[src/rtl/hamming_scrub_pkg.sv]
// ---------------------------------------------------------------------------
// hamming_scrub_pkg
// Shared types and helpers for the Hamming scrub sequencer.
//   scrub_state_e : sequencer FSM states
//   SETTLE_W      : width of the settle-wait counter (SETTLE is 1..7)
//   timer_width() : width of the scrub-interval timer for a given period
//   is_busy()     : states in which scrub_busy is reported
// ---------------------------------------------------------------------------
package hamming_scrub_pkg;

    typedef enum logic [2:0] {
        ST_RUN,
        ST_SNAP,
        ST_WAIT,
        ST_CHECK,
        ST_CORR,
        ST_VWAIT,
        ST_VCHECK,
        ST_FAULT
    } scrub_state_e;

    localparam int SETTLE_W = 3;

    function automatic int timer_width(input int period);
        return $clog2(period);
    endfunction

    // The busy window runs from the snapshot through the verification wait.
    // VCHECK is the verdict cycle; the release of busy after a correction is
    // therefore one cycle ahead of the irq_corr / corr_count update.
    function automatic logic is_busy(input scrub_state_e s);
        return s inside {ST_SNAP, ST_WAIT, ST_CHECK, ST_CORR, ST_VWAIT};
    endfunction

endpackage

[src/rtl/hamming_scrub_sequencer_rr_arbiter.sv]
// ---------------------------------------------------------------------------
// rr_arbiter
// Round-robin arbiter for the shared increment port. Produces the one-hot
// grant for the next cycle; the caller registers it. Owns the RR pointer,
// which names the last granted index and only moves on a grant.
//   clk, rst  : clock, async active-high reset (pointer -> N_REQ-1)
//   req       : level requests
//   mask      : requesters excluded this cycle (those currently granted)
//   en        : arbitration enable; no grant and no pointer move when low
//   gnt_next  : one-hot grant, zero when nothing eligible
// ---------------------------------------------------------------------------
module rr_arbiter #(
    parameter int N_REQ = 4
) (
    input  logic             clk,
    input  logic             rst,
    input  logic [N_REQ-1:0] req,
    input  logic [N_REQ-1:0] mask,
    input  logic             en,
    output logic [N_REQ-1:0] gnt_next
);

    localparam int PTR_W = $clog2(N_REQ);

    logic [PTR_W-1:0] ptr;
    logic [PTR_W-1:0] ptr_next;
    logic [N_REQ-1:0] cand;
    logic [N_REQ-1:0] hi_sel;
    logic [N_REQ-1:0] lo_sel;

    // NOTE: every variable written here gets a default first, so no path
    // leaves one unassigned and no latch is inferred.
    always_comb begin
        cand     = en ? (req & ~mask) : '0;
        hi_sel   = '0;
        lo_sel   = '0;
        ptr_next = ptr;
        // Scanning downwards and overwriting leaves the lowest eligible index
        // above the pointer in hi_sel, and the lowest at or below it in lo_sel.
        for (int i = N_REQ - 1; i >= 0; i--) begin
            if (cand[i]) begin
                if (i > int'(ptr)) begin
                    hi_sel    = '0;
                    hi_sel[i] = 1'b1;
                end else begin
                    lo_sel    = '0;
                    lo_sel[i] = 1'b1;
                end
            end
        end
        gnt_next = (|hi_sel) ? hi_sel : lo_sel;
        for (int i = 0; i < N_REQ; i++) begin
            if (gnt_next[i]) begin
                ptr_next = PTR_W'(i);
            end
        end
    end

    // NOTE: state registers use non-blocking assignments so every flop
    // samples pre-edge values regardless of evaluation order.
    always_ff @(posedge clk or posedge rst) begin
        if (rst) begin
            ptr <= PTR_W'(N_REQ - 1);
        end else begin
            ptr <= ptr_next;
        end
    end

endmodule

[src/rtl/hamming_scrub_sequencer.sv]
// ---------------------------------------------------------------------------
// hamming_scrub_sequencer
// Controller for the nibble-Hamming protected counter. Shares the counter's
// increment port among N_REQ requesters (round-robin) and periodically runs a
// scrub: snapshot parity, wait, check, correct, wait, verify. Increments are
// frozen while a scrub is pending or running. An uncorrectable syndrome, or a
// correction that does not verify, locks the block in FAULT until rst.
//   clk, rst    : clock, async active-high reset
//   req         : level increment requests, held until granted
//   gnt         : one-hot grant pulse, one increment per pulse
//   scrub_req   : pulse, request a scrub as soon as possible
//   dp_inc      : increment strobe (== |gnt)
//   dp_snap     : capture-parity strobe
//   dp_correct  : apply-correction strobe
//   dp_syn_nz   : syndrome nonzero (valid SETTLE cycles after a strobe)
//   dp_uncorr   : syndrome not correctable
//   scrub_busy  : scrub sequence in progress
//   irq_corr    : one-cycle pulse on a verified correction
//   corr_count  : saturating count of verified corrections
//   fault       : sticky unrecoverable error
// All outputs are registered.
// ---------------------------------------------------------------------------
module hamming_scrub_sequencer
    import hamming_scrub_pkg::*;
#(
    parameter int N_REQ        = 4,
    parameter int SCRUB_PERIOD = 1024,
    parameter int SETTLE       = 1,
    parameter int CNT_W        = 16
) (
    input  logic             clk,
    input  logic             rst,
    input  logic [N_REQ-1:0] req,
    output logic [N_REQ-1:0] gnt,
    input  logic             scrub_req,
    output logic             dp_inc,
    output logic             dp_snap,
    output logic             dp_correct,
    input  logic             dp_syn_nz,
    input  logic             dp_uncorr,
    output logic             scrub_busy,
    output logic             irq_corr,
    output logic [CNT_W-1:0] corr_count,
    output logic             fault
);

    localparam int                    TIMER_W     = timer_width(SCRUB_PERIOD);
    localparam logic [TIMER_W-1:0]    TIMER_LAST  = TIMER_W'(SCRUB_PERIOD - 1);
    localparam logic [SETTLE_W-1:0]   SETTLE_LOAD = SETTLE_W'(SETTLE - 1);

    scrub_state_e         state;
    scrub_state_e         state_next;
    logic [TIMER_W-1:0]   timer;
    logic [TIMER_W-1:0]   timer_next;
    logic                 pending;
    logic                 pending_next;
    logic [SETTLE_W-1:0]  settle_cnt;
    logic [SETTLE_W-1:0]  settle_next;
    logic [CNT_W-1:0]     count_next;
    logic                 irq_next;
    logic                 arb_en;
    logic                 scrub_seen;
    logic [N_REQ-1:0]     gnt_next;

    // The registered grant masks its own requester, so a lone requester is
    // served every other cycle and never twice in a row.
    rr_arbiter #(
        .N_REQ (N_REQ)
    ) u_arb (
        .clk      (clk),
        .rst      (rst),
        .req      (req),
        .mask     (gnt),
        .en       (arb_en),
        .gnt_next (gnt_next)
    );

    always_comb begin
        state_next   = state;
        timer_next   = timer;
        settle_next  = settle_cnt;
        count_next   = corr_count;
        irq_next     = 1'b0;
        arb_en       = 1'b0;
        scrub_seen   = scrub_req && (state != ST_FAULT);
        // A request during a scrub is remembered and replayed on return to RUN.
        pending_next = pending || scrub_seen;

        unique case (state)
            ST_RUN: begin
                if (pending) begin
                    state_next   = ST_SNAP;
                    timer_next   = '0;
                    pending_next = scrub_seen;
                end else begin
                    timer_next   = (timer == TIMER_LAST) ? '0 : timer + TIMER_W'(1);
                    pending_next = (timer == TIMER_LAST) || scrub_seen;
                    // The cycle a scrub becomes pending already carries no grant.
                    arb_en       = !pending_next;
                end
            end
            ST_SNAP: begin
                settle_next = SETTLE_LOAD;
                state_next  = ST_WAIT;
            end
            ST_WAIT: begin
                if (settle_cnt == '0) begin
                    state_next = ST_CHECK;
                end else begin
                    settle_next = settle_cnt - SETTLE_W'(1);
                end
            end
            ST_CHECK: begin
                if (dp_uncorr) begin
                    state_next = ST_FAULT;
                end else if (!dp_syn_nz) begin
                    state_next = ST_RUN;
                end else begin
                    state_next = ST_CORR;
                end
            end
            ST_CORR: begin
                settle_next = SETTLE_LOAD;
                state_next  = ST_VWAIT;
            end
            ST_VWAIT: begin
                if (settle_cnt == '0) begin
                    state_next = ST_VCHECK;
                end else begin
                    settle_next = settle_cnt - SETTLE_W'(1);
                end
            end
            ST_VCHECK: begin
                if (!dp_syn_nz) begin
                    state_next = ST_RUN;
                    irq_next   = 1'b1;
                    if (corr_count != {CNT_W{1'b1}}) begin
                        count_next = corr_count + CNT_W'(1);
                    end
                end else begin
                    state_next = ST_FAULT;
                end
            end
            ST_FAULT: begin
                state_next = ST_FAULT;
            end
        endcase
    end

    // Outputs are registered from the next-state decode so each strobe lines
    // up with the cycle its state occupies.
    always_ff @(posedge clk or posedge rst) begin
        if (rst) begin
            state      <= ST_RUN;
            timer      <= '0;
            pending    <= 1'b0;
            settle_cnt <= '0;
            gnt        <= '0;
            dp_inc     <= 1'b0;
            dp_snap    <= 1'b0;
            dp_correct <= 1'b0;
            scrub_busy <= 1'b0;
            irq_corr   <= 1'b0;
            corr_count <= '0;
            fault      <= 1'b0;
        end else begin
            state      <= state_next;
            timer      <= timer_next;
            pending    <= pending_next;
            settle_cnt <= settle_next;
            gnt        <= gnt_next;
            dp_inc     <= |gnt_next;
            dp_snap    <= (state_next == ST_SNAP);
            dp_correct <= (state_next == ST_CORR);
            scrub_busy <= is_busy(state_next);
            irq_corr   <= irq_next;
            corr_count <= count_next;
            fault      <= (state_next == ST_FAULT);
        end
    end

endmodule
[config.mk]
export PLATFORM = sky130hd
export DESIGN_NAME = hamming_scrub_sequencer
export DESIGN_NICKNAME = d
export VERILOG_FILES = /design/src/rtl/hamming_scrub_pkg.sv /design/src/rtl/hamming_scrub_sequencer_rr_arbiter.sv /design/src/rtl/hamming_scrub_sequencer.sv
export SDC_FILE = /design/constraint.sdc
export NUM_CORES = 1
export LEC_CHECK = 0
export ABC_AREA = 1
export CORE_ASPECT_RATIO = 0.6
export CORE_MARGIN = 3
export CORE_UTILIZATION = 50
export DETAILED_ROUTE_END_ITERATION = 8
export PLACE_DENSITY = 0.74
export SETUP_SLACK_MARGIN = 0.1
export SYNTH_ARGS = -nofsm -noshare
export SYNTH_HDL_FRONTEND = slang
export SYNTH_HIERARCHICAL = 1
export SYNTH_SLANG_ARGS = --single-unit
[constraint.sdc]
create_clock -name clk -period 3 [get_ports clk]
set_input_delay 0.9 -clock clk [delete_from_list [all_inputs] [get_ports clk]]
set_output_delay 0.9 -clock clk [all_outputs]
set_load 0.1 [all_outputs]
* Word-level counts from Yosys, hierarchy flattened
Index checks and enable logic that the tools add are counted.
** Storage, ports and cells
- Flip-flop bits (word level) :: 45
- Latch bits :: 0
- Bits in writable memories :: 0
- ROM bits :: 0
- Input port bits :: 9
- Output and inout port bits :: 26
- Word-level logic and storage cells :: 90
- Memories kept :: 0
** Operators by class
- Add/subtract/negate cells :: 3
- Multiply operators :: 0
- Div/mod/pow operators :: 0
- Order comparisons :: 3
- Eq/ne operators :: 17
- Shift-type cells :: 0
- Muxes and demuxes :: 36
- Bitwise operators :: 3
- Reductions and logical operators :: 15
** Operators by type and width (count)
- 2-to-1 mux 4 bit :: 15
- case mux 3 bit (8 select lines) :: 1
- equality test 3 bit, second input constant :: 7
- 2-to-1 mux 3 bit :: 7
- 2-to-1 mux 10 bit :: 2
- adder 16 x 1 -> 16 bit, second input constant :: 1
- != test 16 bit, second input constant :: 1
- equality test 3 x 2 -> 1 bit, second input constant :: 4
- adder 10 x 1 -> 10 bit, second input constant :: 1
- equality test 10 bit, second input constant :: 1
- 2-to-1 mux 2 bit :: 4
- OR reduction 4 bit :: 2
- equality test 3 x 1 -> 1 bit, second input constant :: 2
- zero test 3 bit :: 2
- 2-to-1 mux 1 bit :: 6
- case mux 3 bit (2 select lines) :: 1
- nonzero test 5 bit :: 1
- bitwise AND 4 bit :: 1
- > comparator 2 bit, first input constant :: 2
- NOT 4 bit :: 1
- nonzero test 4 bit :: 1
- OR reduction 2 bit :: 2
- != test 3 bit, second input constant :: 1
- AND reduction 3 bit :: 1
- other kinds (9) :: 10

* Depth between registers and ports, before layout
Gate-level depths: netlist of the first run.
- Depth after elaboration :: 18
- Depth in mapped cells :: 14
- Mapped depth without buffers :: 14

* Hierarchy
The synthesis of the first run kept the hierarchy.
** Modules (own cells, without submodules)
- hamming_scrub_sequencer :: times used 1, cells an instance 284, area each 2245.9 µm², seq. area each 1076.0 µm²
- rr_arbiter :: times used 1, cells an instance 50, area each 292.8 µm², seq. area each 52.6 µm²

* Worst setup path before layout of the first run
OpenSTA, ideal clock, no wires.
- Path type :: reg-to-reg
- Start :: reg state[2]
- End :: reg dp_inc
- Setup time :: 0.139 ns
- Arrival time :: 2.384 ns
- Required time :: 2.861 ns
- Path slack :: 0.477 ns
- Stages on the path, launching flop included :: 13
- Buffers on the path :: 1
- Clock period less this slack :: 2.523 ns
- Path through :: dfrtp_1 -> buf_2 -> inv_2 -> nand3_1 -> inv_1 -> nand3_1 -> a21oi_1 -> nand2_1 -> nor2_2 -> nand2_2 -> a31oi_4 -> inv_1 -> or4_1
** On the way
- Cells in the longest elaborated chain, start to end :: 15
- Elaborated cells between the ends (all ways) :: 22
- Classes of those cells :: eq/ne: 1; mux: 15; reduce/logical: 6
** Ends and longest elaborated chain
- from (decl) :: RTL line hamming_scrub_sequencer.sv:51 : scrub_state_e state;
- from (signal assigned) :: RTL line hamming_scrub_sequencer.sv:167 : state <= state_next;
- != test 3 bit :: RTL line hamming_scrub_sequencer.sv:85 : scrub_seen = scrub_req && (state != ST_FAULT);
- logical AND 1 bit :: RTL line hamming_scrub_sequencer.sv:85
- logical OR 1 bit :: RTL line hamming_scrub_sequencer.sv:97 : pending_next = (timer == TIMER_LAST) || scrub_seen;
- zero test 1 bit :: RTL line hamming_scrub_sequencer.sv:99 : arb_en = !pending_next;
- 2-to-1 mux 1 bit :: RTL line hamming_scrub_sequencer.sv:91 : if (pending) begin
- 2-to-1 mux 1 bit * :: RTL line hamming_scrub_sequencer.sv:89 : unique case (state)
- named net arb_en :: RTL line hamming_scrub_sequencer.sv:61 : logic arb_en;
- 2-to-1 mux 4 bit * :: RTL line hamming_scrub_sequencer_rr_arbiter.sv:34 : cand = en ? (req & ~mask) : '0;
- 2-to-1 mux 4 bit :: RTL line hamming_scrub_sequencer_rr_arbiter.sv:41 : if (cand[i]) begin
- 2-to-1 mux 4 bit :: RTL line hamming_scrub_sequencer_rr_arbiter.sv:42 : if (i > int'(ptr)) begin
- 2-to-1 mux 4 bit :: RTL line hamming_scrub_sequencer_rr_arbiter.sv:41
- 2-to-1 mux 4 bit :: RTL line hamming_scrub_sequencer_rr_arbiter.sv:42
- 2-to-1 mux 4 bit :: RTL line hamming_scrub_sequencer_rr_arbiter.sv:41
- OR reduction 4 bit / 2-to-1 mux 4 bit (equally long branches) :: RTL line hamming_scrub_sequencer_rr_arbiter.sv:51, hamming_scrub_sequencer_rr_arbiter.sv:41
- 2-to-1 mux 4 bit * :: RTL line hamming_scrub_sequencer_rr_arbiter.sv:51 : gnt_next = (|hi_sel) ? hi_sel : lo_sel;
- named net gnt_next[1] :: RTL line hamming_scrub_sequencer.sv:63 : logic [N_REQ-1:0] gnt_next;
- OR reduction 4 bit * :: RTL line hamming_scrub_sequencer.sv:172 : dp_inc <= |gnt_next;
- to (signal assigned) :: RTL line hamming_scrub_sequencer.sv:172
- to (decl) :: RTL line hamming_scrub_sequencer.sv:36 : output logic dp_inc,
The timed path passes the listed nets; every way through them passes the cells marked *.
A chain may end at the register's enable or synchronous reset.

* Worst setup path in the final report of the first run
- Start :: reg timer[0]
- End :: reg dp_inc
** On the way
- Cells in the longest elaborated chain, start to end :: 14
- Elaborated cells between the ends (all ways) :: 20
- Classes of those cells :: eq/ne: 1; mux: 15; reduce/logical: 4
** Ends and longest elaborated chain
- from (decl) :: RTL line hamming_scrub_sequencer.sv:53 : logic [TIMER_W-1:0] timer;
- from (signal assigned) :: RTL line hamming_scrub_sequencer.sv:168 : timer <= timer_next;
- equality test 10 bit * :: RTL line hamming_scrub_sequencer.sv:97
- logical OR 1 bit * :: RTL line hamming_scrub_sequencer.sv:97
- zero test 1 bit * :: RTL line hamming_scrub_sequencer.sv:99
- 2-to-1 mux 1 bit * :: RTL line hamming_scrub_sequencer.sv:91
- 2-to-1 mux 1 bit * :: RTL line hamming_scrub_sequencer.sv:89
- named net arb_en :: RTL line hamming_scrub_sequencer.sv:61
- 2-to-1 mux 4 bit * :: RTL line hamming_scrub_sequencer_rr_arbiter.sv:34
- 2-to-1 mux 4 bit :: RTL line hamming_scrub_sequencer_rr_arbiter.sv:41
- 2-to-1 mux 4 bit :: RTL line hamming_scrub_sequencer_rr_arbiter.sv:42
- 2-to-1 mux 4 bit :: RTL line hamming_scrub_sequencer_rr_arbiter.sv:41
- 2-to-1 mux 4 bit :: RTL line hamming_scrub_sequencer_rr_arbiter.sv:42
- 2-to-1 mux 4 bit :: RTL line hamming_scrub_sequencer_rr_arbiter.sv:41
- OR reduction 4 bit / 2-to-1 mux 4 bit (equally long branches) :: RTL line hamming_scrub_sequencer_rr_arbiter.sv:51, hamming_scrub_sequencer_rr_arbiter.sv:41
- 2-to-1 mux 4 bit * :: RTL line hamming_scrub_sequencer_rr_arbiter.sv:51
- named net gnt_next[1] :: RTL line hamming_scrub_sequencer.sv:63
- OR reduction 4 bit * :: RTL line hamming_scrub_sequencer.sv:172
Marks and branches as above.

==> results of run 1 <==
## Yosys cell counts, types with 2 or more instances
master | instances | area, um2
nor3_1 | 6 | 30.0
xor2_1 | 5 | 43.8
nand3b_1 | 2 | 15.0
inv_2 | 2 | 7.51
buf_2 | 2 | 10.0
a21oi_1 | 4 | 20.0
nand2_2 | 4 | 25.0
nand2_1 | 100 | 375
dfstp_2 | 2 | 52.6
dfrtp_1 | 43 | 1080
nor2_2 | 3 | 18.8
inv_1 | 38 | 143
buf_6 | 2 | 22.5
nor2_4 | 2 | 22.5
o21ai_0 | 13 | 65.1
nand4_1 | 4 | 25.0
xnor2_1 | 10 | 87.6
nor2_1 | 42 | 158
ha_1 | 4 | 50.1
nand3_1 | 31 | 155
## report_power, final
part	leakage [nW]	internal (W)	total (W)	switching [W]
logic	0.859	0.0000120	0.0000299	0.0000179
clock network	0.0585	0.000272	0.000475	0.000204
registers	0.596	0.000608	0.000610	0.00000184
## area by class of cell
class,instances,area [um2]
clock buffers,7,86.3
clock inverters,1,30.0
fillers,426,1730
inverters,41,156
multi-input cells,244,1220
flip-flops and latches,45,1130
well taps,63,78.8
repair buffers,37,298
## stage by stage
step,hold WS (ns),util,setup slack (ns)
2_1_floorplan,0.466,-,0.477
3_3_place_gp,0.487,0.609,0.107
3_5_place_dp,0.494,0.609,0.0388
4_1_cts,0.514,0.634,0.251
5_1_grt,0.540,0.635,0.118
6_report,0.508,0.635,0.272
## per-layer routing
metal  global-route usage  wire, um  vias up
met5                    0         0        -
met4               0.0552        40        0
met3               0.0498       268        4
met2                0.277      2160       51
met1                0.270      2820     1004
li1                     -         -     1127
## sequential cells by signal (all words and copies together) (netlist names)
signal,cells
dp_correct,1
dp_inc,1
u_arb/ptr,2
fault,1
settle_cnt,3
corr_count,16
dp_snap,1
timer,10
irq_corr,1
pending,1
scrub_busy,1
gnt,4
state,3
## cell families (layout without fill, tap and decap cells)
group           Yosys count  after routing  synth area share
mux                       1              1           0.00394
compound gates           24             24            0.0621
buf+inv                  45             86            0.0744
xor+xnor                 15             15            0.0517
fa+ha+maj                 4              4            0.0197
simple gates            200            200             0.344
flops                    45             45             0.445
## tightest hold or removal path, cell delays in order, from the launching register on
cell and delay [ns]:
dfrtp_1 0.35, nor2_1 0.05, nor2_1 0.07
## cell usage in the layout (no fill, tap or decap), types with 4 or more instances in the layout
cell / Yosys / layout
nand2_1: 100 / 100
dfrtp_1: 43 / 43
nor2_1: 42 / 42
inv_1: 38 / 37
nand3_1: 31 / 31
buf_4: 0 / 29
o21ai_0: 13 / 13
xnor2_1: 10 / 10
clkdlybuf4s50_1: 0 / 8
nor3_1: 6 / 6
clkbuf_8: 0 / 6
xor2_1: 5 / 5
nand2_2: 4 / 4
nand4_1: 4 / 4
ha_1: 4 / 4
## worst max-delay path by stage
stage	startpoint	cells past startpoint	to
2_1_floorplan	state[2]$_DFF_PP0_	12	dp_inc$_DFF_PP0_
3_3_place_gp	scrub_req	9	dp_inc$_DFF_PP0_
3_5_place_dp	scrub_req	9	dp_inc$_DFF_PP0_
4_1_cts	timer[0]$_DFFE_PP0P_	13	dp_inc$_DFF_PP0_
5_1_grt	timer[0]$_DFFE_PP0P_	13	dp_inc$_DFF_PP0_
6_report	timer[0]$_DFFE_PP0P_	13	dp_inc$_DFF_PP0_
==> flow_summary.yaml, run 1 <==
sta:
  finalCritPeriodShare: 0.909
  hold_viol_final: 0
  tightest_slew_ns: 0.555
  grt_setup_unrepaired: "no"
  slew_violations: 0
  post-route-min-period_ns: 2.73
  fmax_ghz: 0.367
  slew_headroom: 0.629
  finalSetupViolations: 0
  tns_ns: 0
  clock-skew-final_ns: 0.0103
yosys:
  ys_ff_latch: 45
  postSynthCellCount: 334
  synth.distinct_cells: 35
  synth_edf_count: 0
  ys.flop_type: "dfrtp_1"
  synthesis.nets: 347
  async_flop_share: 1.00
  yosys_warnings: 6
  synth.avg_cell_area_um2: 7.60
  syn_area_um2: 2540
  ys_seq_area_frac: 0.445
placement:
  dpl_cell_area_um2: 2880
  io_buffers: 34
  place_congestion: 0.845
  dp_hpwl_mm: 3.97
  placed_cells: 430
power_and_ir_drop:
  p_per_area_nw_per_um2: 371
  p_total_w: 0.00112
  peakVddDrop_v: 0.000289
  total_leakage_power_nw: 1.51
worst_setup_path:
  cpMaxStageDelayCell: "or4_1"
  critical_path.max_stage_delay_ns: 0.51
  end_kind: "register"
  path_cells: "ha_1 -> nand3_1 -> nor2_1 -> nand3_1 -> nand3_1 -> a21oi_2 -> buf_4 -> nand2_1 -> nor2_2 -> nand2_2 -> a31oi_4 -> inv_1 -> or4_1"
  arrival_ns: 2.90
  path_buf_inv: 2
  critical_path_peak_fanout: 7
  start_kind: "register"
  r2r_slack_ns: 0.27
  cp_common_cell: "nand3_1"
  reg2reg_depth: 13
  rr_startpoint: "timer[0]$_DFFE_PP0P_"
  required_ns: 3.17
  cp_top_family: "simple AND/OR/NAND/NOR gates"
  crit_type: "register to register"
  regToRegEndpoint: "dp_inc$_DFF_PP0_"
global_routing:
  grt_pass1_wl_mm: 8.78
  grt_overflow: 0
  grt_pass1_vias: 1920
  antenna_found_initial: 0
  grt_max_degree: 44
  grtUsageTotal: 0.186
layout:
  fin_cells: 438
  fin_nets: 387
  fin_area_um2: 3000
  syn_to_final_growth_pct: 18.3
  drive_gt1_frac: 0.149
  antenna_cells: 0
drt:
  ant_nets: 0
  routed-via-count: 2186
  drc: 0
  wl_per_cell_um: 12.1
  first_pass_iters: 5
  viasPerCell: 4.99
  drtIter0Drc: 120
  totalWireLength_mm: 5.29
die:
  die_w_um: 98.0
  die_h_um: 61.2
  coreArea_um2: 4730
  io_pins: 35
  initial_utilization: 0.537
  rows: 19
  die_area_um2: 6000
clock_tree:
  numClockSinks: 45
  clk_pin_slew_ns: 0.09
  post_cts_buffers: 0
  root_buffer: "clkbuf_8"
  ctsResizeCount: 0
  cts_buffers: 5
  cts_buffer_depth: 2
  hold_buffers: 0
  cts_tree: "built"
  htree_levels: 2
  clk_latency_ns: 0.30
run_status:
  outcome: "finished, final reports clean"
min_path:
  min_to: "timer[9]$_DFFE_PP0P_"
  hold_path_class: "register to register"
  min_path_cells: 2
  hold_start: "timer[9]$_DFFE_PP0P_"
run:
  drv_cap: 0
No activity file was read; power rests on OpenSTA's default activity.
==> run 2, diff against run 1 <==
CORE_UTILIZATION = 55   (was 50)
PLACE_DENSITY = 0.8   (was 0.74)
RECOVER_POWER = 25   (was default)
==> run 2 against run 1 <==
  * Die area is 8.4% lower
  * Combinational power is 3% lower
  * Largest power group unchanged
  * Register-to-register slack gained 0.03 ns
  * Sequential cell count did not move
==> flow_summary.yaml, run 2 (synthesis gave the netlist of run 1 again) <==
run_status:
  outcome: "finished, final reports clean"
sta:
  finalCritPeriodShare: 0.900
  clock-skew-final_ns: 0.0148
  hold_viol_final: 0
  fmax_ghz: 0.370
  tightest_slew_ns: 1.07
  finalSetupViolations: 0
  slew_violations: 0
  grt_setup_unrepaired: "no"
  slew_headroom: 0.285
  post-route-min-period_ns: 2.70
  tns_ns: 0
clock_tree:
  htree_levels: 2
  numClockSinks: 45
  clk_latency_ns: 0.31
  root_buffer: "clkbuf_8"
  cts_buffers: 5
  clk_pin_slew_ns: 0.09
  cts_tree: "built"
  hold_buffers: 0
  cts_buffer_depth: 2
power_and_ir_drop:
  peakVddDrop_v: 0.000303
  total_leakage_power_nw: 1.51
  power_frac_seq: 0.555
  p_comb_frac: 0.026
  p_sw_frac: 0.211
  clockPowerShare: 0.418
  p_int_w: 0.000867
  power.net_switching_w: 0.000232
  p_per_area_nw_per_um2: 368
layout:
  fin_nets: 387
  final_util: 0.698
  largest_reg_flops: 16
  top_register: "corr_count"
  largestRegisters: "corr_count: 16 flops, timer: 10 flops, gnt: 4 flops"
  final_cell_mix: "nand2_1, nor2_1, dfrtp_1, inv_1, nand3_1"
  antenna_cells: 0
  final_common_cell: "nand2_1"
  drive_gt1_frac: 0.144
  syn_to_final_growth_pct: 17.6
global_routing:
  grtUsageTotal: 0.230
  grt_pass1_wl_mm: 9.80
  grt_overflow: 0
  antenna_found_initial: 0
  grt_max_degree: 44
  grt_pass1_vias: 2128
die:
  rows: 18
  die_area_um2: 5490
  initial_utilization: 0.593
  io_pins: 35
  die_w_um: 93.7
  die_h_um: 58.6
  coreArea_um2: 4280
run:
  drv_cap: 0
drt:
  routed-via-count: 2269
  ant_nets: 0
  totalWireLength_mm: 5.80
  viasPerCell: 5.22
  wl_per_cell_um: 13.3
  drtIter0Drc: 82
  first_pass_iters: 4
  drc: 0
worst_setup_path:
  critPathLaunch: "state[2]$_DFF_PP0_"
  critical_path_peak_fanout: 8
  start_kind: "register"
  arrival_ns: 2.88
  required_ns: 3.18
  end_kind: "register"
  rr_startpoint: "state[2]$_DFF_PP0_"
  crit_type: "register to register"
  reg2reg_depth: 12
min_path:
  hold_path_class: "register to register"
  min_path_cells: 2
  hold_start: "timer[9]$_DFFE_PP0P_"
placement:
  io_buffers: 34
  place_congestion: 0.943
  dp_hpwl_mm: 4.26
## run 2: repair_timing
action,CTS,global route
gates resized for setup,0,1
setup buffers,0,0
setup endpoints to repair,0,1
## run 2: metrics by stage
| stage | hold slack, ns | area (um2) | cells | worst slack (ns) | power [W] |
|---|---|---|---|---|---|
| floorplan | 0.466 | 2540 | 334 | 0.477 | 0.000635 |
| global placement | 0.491 | 2880 | 427 | 0.123 | 0.000653 |
| detailed placement | 0.499 | 2880 | 427 | 0.0923 | 0.000653 |
| CTS | 0.518 | 2990 | 435 | 0.281 | 0.00111 |
| global route | 0.558 | 2990 | 435 | 0.113 | 0.00114 |
| finish | 0.514 | 2990 | 435 | 0.300 | 0.00110 |
## run 2: power by group through the flow
stage | clock network (W) | logic, W | registers [W]
after floorplan | 0 | 0.0000134 | 0.000622
after global placement | 0 | 0.0000306 | 0.000622
after detailed placement | 0 | 0.0000308 | 0.000622
after CTS | 0.000466 | 0.0000309 | 0.000610
after global routing | 0.000498 | 0.0000330 | 0.000611
final | 0.000460 | 0.0000290 | 0.000611
## run 2: critical path, stage by stage (launching register included)
cell and delay (ns):
dfrtp_1 0.48, inv_1 0.20, nand3_2 0.19, inv_1 0.12
nand3_1 0.14, a21oi_1 0.16, buf_4 0.17, nand2_1 0.07
nor2_2 0.16, nand2_2 0.12, a31oi_4 0.20, inv_1 0.08
or4_1 0.51
## run 2: worst paths after layout
| path | end | slack, ns |
|---|---|---|
| worst max-delay path | dp_inc$_DFF_PP0_ | 0.30 |
| worst min-delay path | timer[9]$_DFFE_PP0P_ | 0.51 |
| worst max register to register | dp_inc$_DFF_PP0_ | 0.30 |
| worst min register to register | timer[9]$_DFFE_PP0P_ | 0.51 |
| max in group asynchronous | fault$_DFF_PP0_ | 0.94 |
| min in group asynchronous | u_arb/ptr[1]$_DFFE_PP1P_ | 1.08 |
## run 2: final cells by class
type                            count  area [um2]
Fill cell                         363        1290
Multi-Input combinational cell    244        1220
Sequential cell                    45        1130
Timing Repair Buffer               37         295
Inverter                           41         156
Tap cell                           60        75.1
Clock buffer                        6        72.6
Clock inverter                      2        35.0
## run 2: routing by layer
layer / part of all wire / track usage
met1: 0.49 / 0.321
met2: 0.44 / 0.362
met3: 0.059 / 0.0460
met4: 0.011 / 0.0782
met5: 0 / 0
==> run 3, diff against run 2 <==
MAX_ROUTING_LAYER = met4   (was default)
==> run 3 against run 2 <==
  * Via count decreased by 0.57%
  * Sequential cell count unchanged
  * Cell count did not move
  * Sequential power barely moved
  * Critical path type unchanged
  * Setup slack about the same
  * Total power shrank 6.2%
  * Largest power group unchanged
  * Global-route usage rose by 0.43 points
  * Count of clock-buffer cells in the layout is 1 lower
  * Critical path depth stayed put
  * Die area is the same
==> flow_summary.yaml, run 3 (synthesis gave the netlist of run 1 again) <==
run_status:
  outcome: "finished, final reports clean"
global_routing:
  grt_overflow: 0
  grtUsageTotal: 0.234
  antenna_found_initial: 0
  grt_pass1_wl_mm: 9.78
  grt_pass1_vias: 2138
  grt_max_degree: 44
layout:
  fin_nets: 387
  fill_cells: 391
  largestRegisters: "corr_count: 16 flops, timer: 10 flops, gnt: 4 flops"
  top_register: "corr_count"
  fin_area_um2: 2960
  drive_gt1_frac: 0.141
  largest_reg_flops: 16
  antenna_cells: 0
  final_cell_mix: "nand2_1, nor2_1, dfrtp_1, inv_1, nand3_1"
  final_common_cell: "nand2_1"
  fin_cells: 435
  syn_to_final_growth_pct: 16.6
worst_setup_path:
  required_ns: 3.18
  crit_type: "register to register"
  critical_path_peak_fanout: 8
  start_kind: "register"
  end_kind: "register"
  arrival_ns: 2.88
sta:
  slew_headroom: 0.289
  hold_viol_final: 0
  finalSetupViolations: 0
  tns_ns: 0
  tightest_slew_ns: 1.07
  clock-skew-final_ns: 0.0117
  fmax_ghz: 0.370
  worst_hold_slack_ns: 0.512
  slew_violations: 0
  post-route-min-period_ns: 2.70
  grt_setup_unrepaired: "no"
  finalCritPeriodShare: 0.900
clock_tree:
  cts_buffer_depth: 2
  root_buffer: "clkbuf_8"
  ctsResizeCount: 0
  post_cts_buffers: 0
  cts_tree: "built"
  clk_latency_ns: 0.31
  clk_pin_slew_ns: 0.10
  numClockSinks: 45
  htree_levels: 2
  hold_buffers: 0
  cts_buffers: 5
drt:
  routed-via-count: 2256
  wl_per_cell_um: 12.8
  ant_nets: 0
  drtIter0Drc: 127
  first_pass_iters: 4
  drc: 0
  viasPerCell: 5.19
  totalWireLength_mm: 5.55
power_and_ir_drop:
  p_per_area_nw_per_um2: 348
  p_total_w: 0.00103
  peakVddDrop_v: 0.000290
  total_leakage_power_nw: 1.50
die:
  initial_utilization: 0.593
  io_pins: 35
  die_h_um: 58.6
  die_area_um2: 5490
  rows: 18
  coreArea_um2: 4280
  die_w_um: 93.7
placement:
  placed_cells: 427
  io_buffers: 34
  dpl_cell_area_um2: 2880
  dp_hpwl_mm: 4.27
  place_congestion: 0.954
run:
  drv_cap: 0
min_path:
  hold_path_class: "register to register"
## run 3: worst max-delay path: stages (launching register included)
cell	delay [ns]
dfrtp_1	0.47
inv_1	0.17
nand3_1	0.23
inv_1	0.13
nand3_1	0.14
a21oi_1	0.17
buf_4	0.17
nand2_1	0.06
nor2_2	0.15
nand2_2	0.11
a31oi_4	0.20
inv_1	0.07
or4_1	0.51
## run 3: power by group
part           switching, W  leakage [nW]  internal, W  total (W)
Clock              0.000227        0.0445     0.000166   0.000392
Sequential       0.00000173         0.596     0.000609   0.000610
Combinational     0.0000178         0.858    0.0000109  0.0000287
Total              0.000246          1.50     0.000785    0.00103
## run 3: cell type report
class                           instances  area (um2)  share of cell area
Timing Repair Buffer                   37         292              0.0985
Sequential cell                        45        1130               0.381
Tap cell                               60        75.1              0.0254
Clock inverter                          3        21.3             0.00719
Clock buffer                            5        68.8              0.0232
Inverter                               41         156              0.0528
Multi-Input combinational cell        244        1220               0.412
## run 3: path summary, 6_finish.rpt
kind                                      start  slack [ns]  cells after the start                        end
setup / recovery             state[2]$_DFF_PP0_        0.30                     12           dp_inc$_DFF_PP0_
hold / removal             timer[0]$_DFFE_PP0P_        0.51                      1       timer[0]$_DFFE_PP0P_
setup reg to reg             state[2]$_DFF_PP0_        0.30                     12           dp_inc$_DFF_PP0_
hold reg to reg            timer[0]$_DFFE_PP0P_        0.51                      1       timer[0]$_DFFE_PP0P_
max in group asynchronous                   rst        0.95                      3  settle_cnt[2]$_DFFE_PP0P_
min in group asynchronous                   rst        1.07                      2   u_arb/ptr[1]$_DFFE_PP1P_
## run 3: layer usage
| metal | up-vias | routed length (um) | GRT usage |
|---|---|---|---|
| li1 | 1135 | - | - |
| met1 | 1045 | 2710 | 0.332 |
| met2 | 66 | 2390 | 0.348 |
| met3 | 10 | 370 | 0.0383 |
| met4 | 0 | 84 | 0.0741 |
| met5 | - | 0 | - |
## run 3: stage by stage
stage / utilization / setup slack [ns]
2_1_floorplan: - / 0.477
3_3_place_gp: 0.673 / 0.122
3_5_place_dp: 0.673 / 0.0831
4_1_cts: 0.694 / 0.323
5_1_grt: 0.692 / 0.119
6_report: 0.692 / 0.300
